--- config.mk ---
export PLATFORM = sky130hd
export DESIGN_NAME = alu_operand_stage
export DESIGN_NICKNAME = d
export VERILOG_FILES = /design/src/rtl/alu_operand_stage.sv
export SDC_FILE = /design/constraint.sdc
export NUM_CORES = 1
export LEC_CHECK = 0
export BUFFER_PORTS_ARGS = -buffer_cell sky130_fd_sc_hd__buf_2
export CORE_AREA = 2 2 129 131
export CTS_BUF_LIST = sky130_fd_sc_hd__clkbuf_8
export CTS_CLUSTER_SIZE = 10
export DETAILED_ROUTE_END_ITERATION = 7
export DIE_AREA = 0 0 131 133
export HOLD_SLACK_MARGIN = 0.03
export PLACE_DENSITY = 0.73
export SKIP_LAST_GASP = 1
export SLEW_MARGIN = 20
export SYNTH_ARGS = -nofsm -noshare
export SYNTH_HDL_FRONTEND = slang
export SYNTH_SLANG_ARGS = --single-unit
--- constraint.sdc ---
create_clock -name clk -period 2.5 [get_ports clk]
set_clock_uncertainty 0.05 [all_clocks]
set_input_delay 0.375 -clock clk [delete_from_list [all_inputs] [get_ports clk]]
set_output_delay 0.375 -clock clk [all_outputs]
set_load 0.005 [all_outputs]
--- src/rtl/alu_operand_stage.sv ---
// ID/EX pipeline register feeding the 32-bit ALU.
// It latches the decoded operands, forwards results from EX/MEM and MEM/WB,
// and selects the immediate or rs2 for B.
// It also stalls decode on a load-use hazard and inserts bubbles on stall or flush.
//
// Handshake: decode presents an instruction with id_valid. It transfers into EX
// on a rising edge only when id_valid && id_ready && !flush.
// id_ready is a pure function of the current EX contents and the decode addresses.
// It is not registered, and it drops only for a load-use hazard.
// Upstream holds its instruction while id_ready is low. On a flush, upstream
// discards its instruction whatever id_ready shows.
module alu_operand_stage #(
    parameter int XLEN = 32
) (
    input  logic            clk,
    input  logic            rst_n,
    input  logic            id_valid,
    output logic            id_ready,
    input  logic [4:0]      id_rs1_addr,
    input  logic [4:0]      id_rs2_addr,
    input  logic [4:0]      id_rd_addr,
    input  logic [XLEN-1:0] id_rs1_data,
    input  logic [XLEN-1:0] id_rs2_data,
    input  logic [XLEN-1:0] id_imm,
    input  logic            id_alu_src_b,
    input  logic [3:0]      id_alu_op,
    input  logic            id_reg_write,
    input  logic            id_mem_read,
    input  logic            flush,
    input  logic [4:0]      exm_rd_addr,
    input  logic            exm_reg_write,
    input  logic [XLEN-1:0] exm_result,
    input  logic [4:0]      wb_rd_addr,
    input  logic            wb_reg_write,
    input  logic [XLEN-1:0] wb_data,
    output logic [XLEN-1:0] A,
    output logic [XLEN-1:0] B,
    output logic [3:0]      ALU_operation,
    output logic            ex_valid,
    output logic            ex_reg_write,
    output logic            ex_mem_read,
    output logic [4:0]      ex_rd_addr,
    output logic [XLEN-1:0] ex_store_data
);

    // EX-stage registers; all-zero is the bubble encoding
    logic            r_valid;
    logic            r_reg_write;
    logic            r_mem_read;
    logic            r_alu_src_b;
    logic [4:0]      r_rd_addr;
    logic [4:0]      r_rs1_addr;
    logic [4:0]      r_rs2_addr;
    logic [3:0]      r_alu_op;
    logic [XLEN-1:0] r_rs1_data;
    logic [XLEN-1:0] r_rs2_data;
    logic [XLEN-1:0] r_imm;

    logic            w_hazard;
    logic            w_load;
    logic [XLEN-1:0] w_cap_rs1;
    logic [XLEN-1:0] w_cap_rs2;
    logic [XLEN-1:0] w_fwd_rs1;
    logic [XLEN-1:0] w_fwd_rs2;

    // Load-use detection: a load in EX whose destination is read by decode.
    // rs2 is always compared, so an immediate-form instruction may stall needlessly.
    always_comb begin
        w_hazard = 1'b0;
        if (r_valid && r_mem_read && (r_rd_addr != 5'd0) && id_valid &&
            ((r_rd_addr == id_rs1_addr) || (r_rd_addr == id_rs2_addr))) begin
            w_hazard = 1'b1;
        end
    end

    assign id_ready = !w_hazard;
    assign w_load   = id_valid && id_ready && !flush;

    // Capture bypass: a register file without write-through returns stale data
    // for the register being written back this same cycle.
    always_comb begin
        w_cap_rs1 = id_rs1_data;
        w_cap_rs2 = id_rs2_data;
        if (wb_reg_write && (wb_rd_addr != 5'd0) && (wb_rd_addr == id_rs1_addr)) begin
            w_cap_rs1 = wb_data;
        end
        if (wb_reg_write && (wb_rd_addr != 5'd0) && (wb_rd_addr == id_rs2_addr)) begin
            w_cap_rs2 = wb_data;
        end
    end

    // EX register update: flush and stall both load a bubble; otherwise accept decode
    always_ff @(posedge clk or negedge rst_n) begin
        if (!rst_n) begin
            r_valid     <= 1'b0;
            r_reg_write <= 1'b0;
            r_mem_read  <= 1'b0;
            r_alu_src_b <= 1'b0;
            r_rd_addr   <= 5'd0;
            r_rs1_addr  <= 5'd0;
            r_rs2_addr  <= 5'd0;
            r_alu_op    <= 4'd0;
            r_rs1_data  <= '0;
            r_rs2_data  <= '0;
            r_imm       <= '0;
        end else if (w_load) begin
            r_valid     <= 1'b1;
            r_reg_write <= id_reg_write;
            r_mem_read  <= id_mem_read;
            r_alu_src_b <= id_alu_src_b;
            r_rd_addr   <= id_rd_addr;
            r_rs1_addr  <= id_rs1_addr;
            r_rs2_addr  <= id_rs2_addr;
            r_alu_op    <= id_alu_op;
            r_rs1_data  <= w_cap_rs1;
            r_rs2_data  <= w_cap_rs2;
            r_imm       <= id_imm;
        end else begin
            r_valid     <= 1'b0;
            r_reg_write <= 1'b0;
            r_mem_read  <= 1'b0;
            r_alu_src_b <= 1'b0;
            r_rd_addr   <= 5'd0;
            r_rs1_addr  <= 5'd0;
            r_rs2_addr  <= 5'd0;
            r_alu_op    <= 4'd0;
            r_rs1_data  <= '0;
            r_rs2_data  <= '0;
            r_imm       <= '0;
        end
    end

    // Operand forwarding: EX/MEM wins over MEM/WB, and x0 never forwards.
    // A bubble has rs1 = rs2 = 0 and zero data, so its operands stay 0.
    always_comb begin
        w_fwd_rs1 = r_rs1_data;
        w_fwd_rs2 = r_rs2_data;
        if (exm_reg_write && (exm_rd_addr != 5'd0) && (exm_rd_addr == r_rs1_addr)) begin
            w_fwd_rs1 = exm_result;
        end else if (wb_reg_write && (wb_rd_addr != 5'd0) && (wb_rd_addr == r_rs1_addr)) begin
            w_fwd_rs1 = wb_data;
        end
        if (exm_reg_write && (exm_rd_addr != 5'd0) && (exm_rd_addr == r_rs2_addr)) begin
            w_fwd_rs2 = exm_result;
        end else if (wb_reg_write && (wb_rd_addr != 5'd0) && (wb_rd_addr == r_rs2_addr)) begin
            w_fwd_rs2 = wb_data;
        end
    end

    assign A             = w_fwd_rs1;
    assign B             = r_alu_src_b ? r_imm : w_fwd_rs2;
    assign ex_store_data = w_fwd_rs2;
    assign ALU_operation = r_alu_op;
    assign ex_valid      = r_valid;
    assign ex_reg_write  = r_reg_write;
    assign ex_mem_read   = r_mem_read;
    assign ex_rd_addr    = r_rd_addr;

endmodule

==> results of run 1 <==
[final timing paths]
check / from / to / slack [ns] / cells after the start
worst min register to register: ex_valid / ex_valid / 1.11 / 5
worst min-delay path: id_imm[15] / r_imm[15] / 0.07 / 2
min in group asynchronous: rst_n / r_rs1_data[27] / 0.47 / 3
max in group asynchronous: rst_n / r_rs1_data[0] / 1.33 / 3
worst max register to register: ex_rd_addr[0] / r_alu_src_b / 0.68 / 7
worst max-delay path: r_rs2_addr[0] / B[11] / -0.51 / 7
[cell type report]
type / count / area share, %
flip-flops and latches: 119 / 27.1
well taps: 220 / 2.51
clock inverters: 13 / 1.41
multi-input cells: 542 / 39.6
inverters: 2 / 0.0684
diodes: 3 / 0.0684
repair buffers: 409 / 26.8
clock buffers: 19 / 2.38
[power groups by stage]
stage	Clock (µW)	Sequential [µW]	Combinational, µW
5_1_grt	1970	2040	1190
3_5_place_dp	0	2070	931
3_3_place_gp	0	2070	920
4_1_cts	1870	2030	1010
6_report	1850	2040	1110
2_1_floorplan	0	2060	393
[repair_timing]
| action | 4_1_cts | 5_1_grt |
|---|---|---|
| endpoints found under the setup margin | 96 | 96 |
| gates resized for setup | 89 | 106 |
| buffers inserted | 17 | 13 |
| gates cloned | 12 | 6 |
| endpoints found under the hold margin | 119 | 0 |
| pin swaps | 19 | 14 |
| hold buffers | 1 | 0 |
[logic make-up after synthesis]
family,after synthesis,share of synthesized area (%)
compound gates,105,10.3
xor+xnor,40,5.20
buf+inv,65,4.42
flops,119,44.2
mux,96,14.8
simple gates,301,21.0
[layer usage]
layer,routed length (µm),part of all wire (%),vias up,track usage [%]
li1,-,-,3264,-
met1,10400,39,3538,35.6
met2,13500,51,386,49.1
met3,2050,7.6,71,6.71
met4,758,2.8,0,9.99
met5,0,0,-,0
[registers in the layout (all words and copies together) (netlist names)]
register,cells
r_imm,32
r_rs1_data,32
r_rs2_data,32
ex_rd_addr,5
r_rs1_addr,5
r_rs2_addr,5
ALU_operation,4
ex_mem_read,1
ex_reg_write,1
ex_valid,1
r_alu_src_b,1
[through the flow]
| stage | hold WS [ns] | cells | cell area (µm²) | setup WS (ns) |
|---|---|---|---|---|
| floorplan | 0.0294 | 726 | 6740 | 0.103 |
| global placement | 0.475 | 1248 | 8970 | -0.191 |
| detailed placement | 0.472 | 1248 | 8970 | -0.208 |
| CTS | 0.0480 | 1307 | 10200 | -0.494 |
| global route | 0.0535 | 1325 | 11000 | -0.606 |
| finish | 0.0702 | 1327 | 11000 | -0.511 |
[cells in the mapped netlist]
cell type / n / area share [%]
or2_1: 1 / 0.093
buf_4: 5 / 0.56
nor4_2: 2 / 0.37
a211o_1: 1 / 0.13
a31oi_1: 54 / 5.0
or4_4: 1 / 0.17
o211a_1: 1 / 0.15
and3_1: 1 / 0.093
o21ai_0: 3 / 0.22
nand2_1: 67 / 3.7
clkbuf_1: 31 / 1.7
xor2_1: 13 / 1.7
mux2i_1: 64 / 9.5
or4b_4: 1 / 0.20
mux2_2: 32 / 5.3
a21oi_1: 1 / 0.074
nor2_1: 97 / 5.4
nor4b_2: 1 / 0.22
nor4_1: 1 / 0.093
dfrtp_1: 119 / 44
o211ai_2: 2 / 0.37
o21a_1: 1 / 0.11
or4_1: 2 / 0.22
xnor2_1: 27 / 3.5
and2_1: 54 / 5.0
buf_6: 1 / 0.17
o21ai_1: 31 / 2.3
nand4_1: 1 / 0.093
nand3_1: 39 / 2.9
nor3_1: 33 / 2.4
buf_1: 4 / 0.22
a31oi_2: 10 / 1.9
buf_2: 22 / 1.6
inv_1: 2 / 0.11
o22ai_1: 1 / 0.093
==> reports/metrics.yaml, run 1 <==
power_and_ir_drop:
  netSwitchingPower_uw: 1440
  switching_share_pct: 28.8
  p_seq_share_pct: 40.7
  leakage_uw: 0.00503
  p_total_uw: 5000
  clockPowerShare_pct: 37.1
  power_density_nw_per_um2: 455
  intPower_uw: 3560
  ir_worst_vdd_mv: 0.336
  combPwrFrac_pct: 22.2
sta:
  worstMarginPinSlew_ns: 0.714
  tns_ns: -33.38
  hold_violations: 0
  slew_viol_final: 0
  relSlewSlack_pct: 52.4
  post-route-worst-setup-slack_ns: -0.511
  min_period_ns: 3.01
  fin_crit_sh_pct: 120
  rsz0062_at_grt: "true"
  fmax_mhz: 332
  setup_violations: 96
layout:
  fillCellCount: 1214
  final_layout_size_suffix_gt1_share_pct: 54.2
  regArea_um2: 2980
  layout_commonest_cell: "buf_2"
  area_delta_synth_final_pct: 62.8
  finalNetCount: 1289
  most-common-layout-cells: "306 x buf_2, 118 x dfrtp_1, 72 x nor2_1"
  multi_input_area_um2: 4350
  final_util_pct: 67.9
routing:
  drtAntennaViolNets: 0
  drt-pass1-iter-count: 5
  drc: 0
  vias_per_cell: 5.47
  drt-total-wl_um: 26800
  drt_iter0_drc: 529
  post_drt_wl_per_cell_um: 20.2
  num_vias: 7259
synthesis:
  synthesis.instances: 726
  yosysSeqAreaShare_pct: 44.2
  synth-seq-cells: 119
  synth_fp_nets: 924
  syn_area_per_cell_um2: 9.29
  yosysUniqueCellTypes: 35
  ys.warnings.count: 0
  syn_area_um2: 6740
placement:
  place_congestion: 0.871
  hpwl_um: 16900
  io_buffers: 306
setup_path:
  endpoint_kind: "output port"
  crit_chain: "xor2_2 -> or4b_4 -> buf_6 -> o21ai_1 -> a31oi_2 -> mux2_2 -> buf_2"
  cp.arrival_ns: 2.59
  critPathKind: "reg -> out"
  cp_slowest_stage_delay_ns: 0.62
  start_kind: "register"
  cp.buffers_inverters: 2
  cp_max_fo: 10
  crit_path_top_delay_cell: "or4b_4"
  critical-path-top-delay-family: "simple AND/OR/NAND/NOR gates"
  worst_ep_required_time_ns: 2.08
global_route:
  grt_usage_pct: 28.8
  antenna_found_initial: 1
  grt_overflow_total: 0
  grt_pass1_wl_um: 37600
  grt_pass1_vias: 7054
  grt_start_max_net_pins: 120
floorplan:
  die_y_um: 133
  dieWidth_um: 131
  core_um2: 16200
  num_rows: 47
  start_util_pct: 41.7
  fp.dieArea_um2: 17400
  ios: 307
outcome:
  violations: "negative setup slack"
  outcome: "finished with violations"
clock_network:
  cts-root-buf: "clkbuf_8"
  clock_path_buffers: 2
  clock_latency_ns: 0.45
  clock-sinks: 119
  cts_made_buffers: 17
  cts_tree: "done"
  h-tree-depth: 4
  clkTransAtPathRegs_ns: 0.08
min_path:
  hold_path.class: "in -> reg"
flow_run:
  maxCapViolCount: 0
Power figures use the tool's default switching activity.
==> run 2: changes to the inputs <==
GPL_TIMING_DRIVEN = 0   (was not set)
==> reports/metrics.yaml, run 2 (same netlist as run 1, synthesis figures left out) <==
sta:
  worstMarginPinSlew_ns: 0.850
  relSlewSlack_pct: 42.9
  slew_viol_final: 0
  hold_violations: 0
  min_period_ns: 2.98
  fmax_mhz: 335
  rsz0062_at_grt: "true"
  tns_ns: -29.90
  setup_violations: 96
  fin_crit_sh_pct: 119
  post-route-worst-setup-slack_ns: -0.482
setup_path:
  cp_max_fo: 10
  timing.rr.start: "ex_rd_addr[4]"
  startpoint: "r_rs2_addr[2]"
  critPathKind: "reg -> out"
  start_kind: "register"
  endpoint_kind: "output port"
  worst_ep_required_time_ns: 2.08
  r2r_cells: 7
  cp.arrival_ns: 2.56
clock_network:
  clkTransAtPathRegs_ns: 0.08
  cts_made_buffers: 17
  h-tree-depth: 4
  clock-sinks: 119
  cts-root-buf: "clkbuf_8"
  clock_path_buffers: 2
  clock_latency_ns: 0.44
  cts_tree: "done"
layout:
  regArea_um2: 2980
  final_util_pct: 63.2
  most-common-layout-cells: "315 x buf_2, 119 x dfrtp_1, 78 x nor2_1"
  finalNetCount: 1270
  reg.largest.list: "r_imm (32), r_rs1_data (32), r_rs2_data (32)"
  final_layout_size_suffix_gt1_share_pct: 50.7
  fillCellCount: 1366
  layout_commonest_cell: "buf_2"
  multi_input_area_um2: 4130
  area_delta_synth_final_pct: 51.6
routing:
  drtAntennaViolNets: 0
  num_vias: 6904
  drt-total-wl_um: 25000
  drc: 0
  drt_iter0_drc: 339
  drt-pass1-iter-count: 7
  post_drt_wl_per_cell_um: 19.2
  vias_per_cell: 5.29
power_and_ir_drop:
  p_seq_share_pct: 39.4
  combPwrFrac_pct: 19.1
  netSwitchingPower_uw: 1410
  power_density_nw_per_um2: 504
  switching_share_pct: 27.3
  clockPowerShare_pct: 41.5
  leakage_uw: 0.00478
  ir_worst_vdd_mv: 0.407
  intPower_uw: 3750
flow_run:
  maxCapViolCount: 0
floorplan:
  num_rows: 47
  core_um2: 16200
  die_y_um: 133
  ios: 307
  dieWidth_um: 131
  fp.dieArea_um2: 17400
  start_util_pct: 41.7
outcome:
  outcome: "finished with violations"
  violations: "negative setup slack"
min_path:
  hold_path.class: "in -> reg"
  hold_depth: 2
  hold_start: "id_imm[14]"
global_route:
  grt_usage_pct: 27.4
  antenna_found_initial: 2
  grt_pass1_wl_um: 36200
  grt_pass1_vias: 6877
  grt_start_max_net_pins: 75
  grt_overflow_total: 0
placement:
  place_congestion: 0.879
  io_buffers: 301
  hpwl_um: 17200
## run 2: changes by cell type in the layout (fill, tap and decap cells not counted), sizes merged, moves of 2 or more
cell and change:
clkinvlp +2, clkbuf +25, clkinv -5, buf -42, diode -2, bufinv +2
## run 2: stage by stage
| stage | cell area, µm² | hold WS (ns) | setup WS, ns | std cells | power (µW) |
|---|---|---|---|---|---|
| floorplan | 6740 | 0.0294 | 0.103 | 726 | 2450 |
| global placement | 8520 | 0.531 | -0.580 | 1247 | 2890 |
| detailed placement | 8560 | 0.276 | -0.595 | 1248 | 2910 |
| CTS | 9650 | 0.0648 | -0.493 | 1296 | 5090 |
| global route | 10200 | 0.0598 | -0.567 | 1306 | 5340 |
| finish | 10200 | 0.0787 | -0.482 | 1306 | 5150 |
## run 2: power groups by stage
stage / registers (µW) / clock network, µW / logic, µW
4_1_cts: 2030 / 2150 / 913
6_report: 2030 / 2140 / 983
5_1_grt: 2040 / 2240 / 1060
3_5_place_dp: 2060 / 0 / 846
3_3_place_gp: 2060 / 0 / 830
2_1_floorplan: 2060 / 0 / 393
## run 2: critical path, cell delays in order, from the launching register on
cell     delay, ns
dfrtp_1       0.44
xor2_2        0.19
or4b_4        0.60
buf_8         0.18
o21ai_1       0.14
a31oi_2       0.13
mux2_2        0.29
buf_2         0.13
## run 2: layer usage
metal	part of all wire [%]	global-route usage (%)	vias to the layer above
met5	0	0	-
met4	2.7	9.10	0
met1	40	34.0	3339
met3	6.2	5.86	52
li1	-	-	3198
met2	51	47.0	315
## run 2: timing repair
item                                    4_1_cts  5_1_grt
cloned                                        3        3
setup buffers                                13        7
hold buffers                                  1        0
hold endpoints to repair                     45        0
pin swaps                                    10       48
endpoints found under the setup margin       96      156
gates resized for setup                     104      108
## run 2: cell type report
class / instances / share of cell area [%]
timing repair buffer: 329 / 18.2
clock inverter: 11 / 1.90
multi-input combinational: 542 / 40.4
inverter: 2 / 0.0735
sequential: 119 / 29.1
antenna: 1 / 0.0245
clock buffer: 21 / 2.83
tap: 220 / 2.69
buffer: 61 / 4.79
## run 2: worst paths after layout
check / endpoint / slack (ns)
setup / recovery: B[3] / -0.48
hold / removal: r_imm[14] / 0.08
setup reg to reg: r_rs1_data[14] / 0.28
hold reg to reg: r_rs2_data[1] / 1.14
max in group asynchronous: r_rs1_data[7] / 1.28
min in group asynchronous: r_rs1_data[28] / 0.37
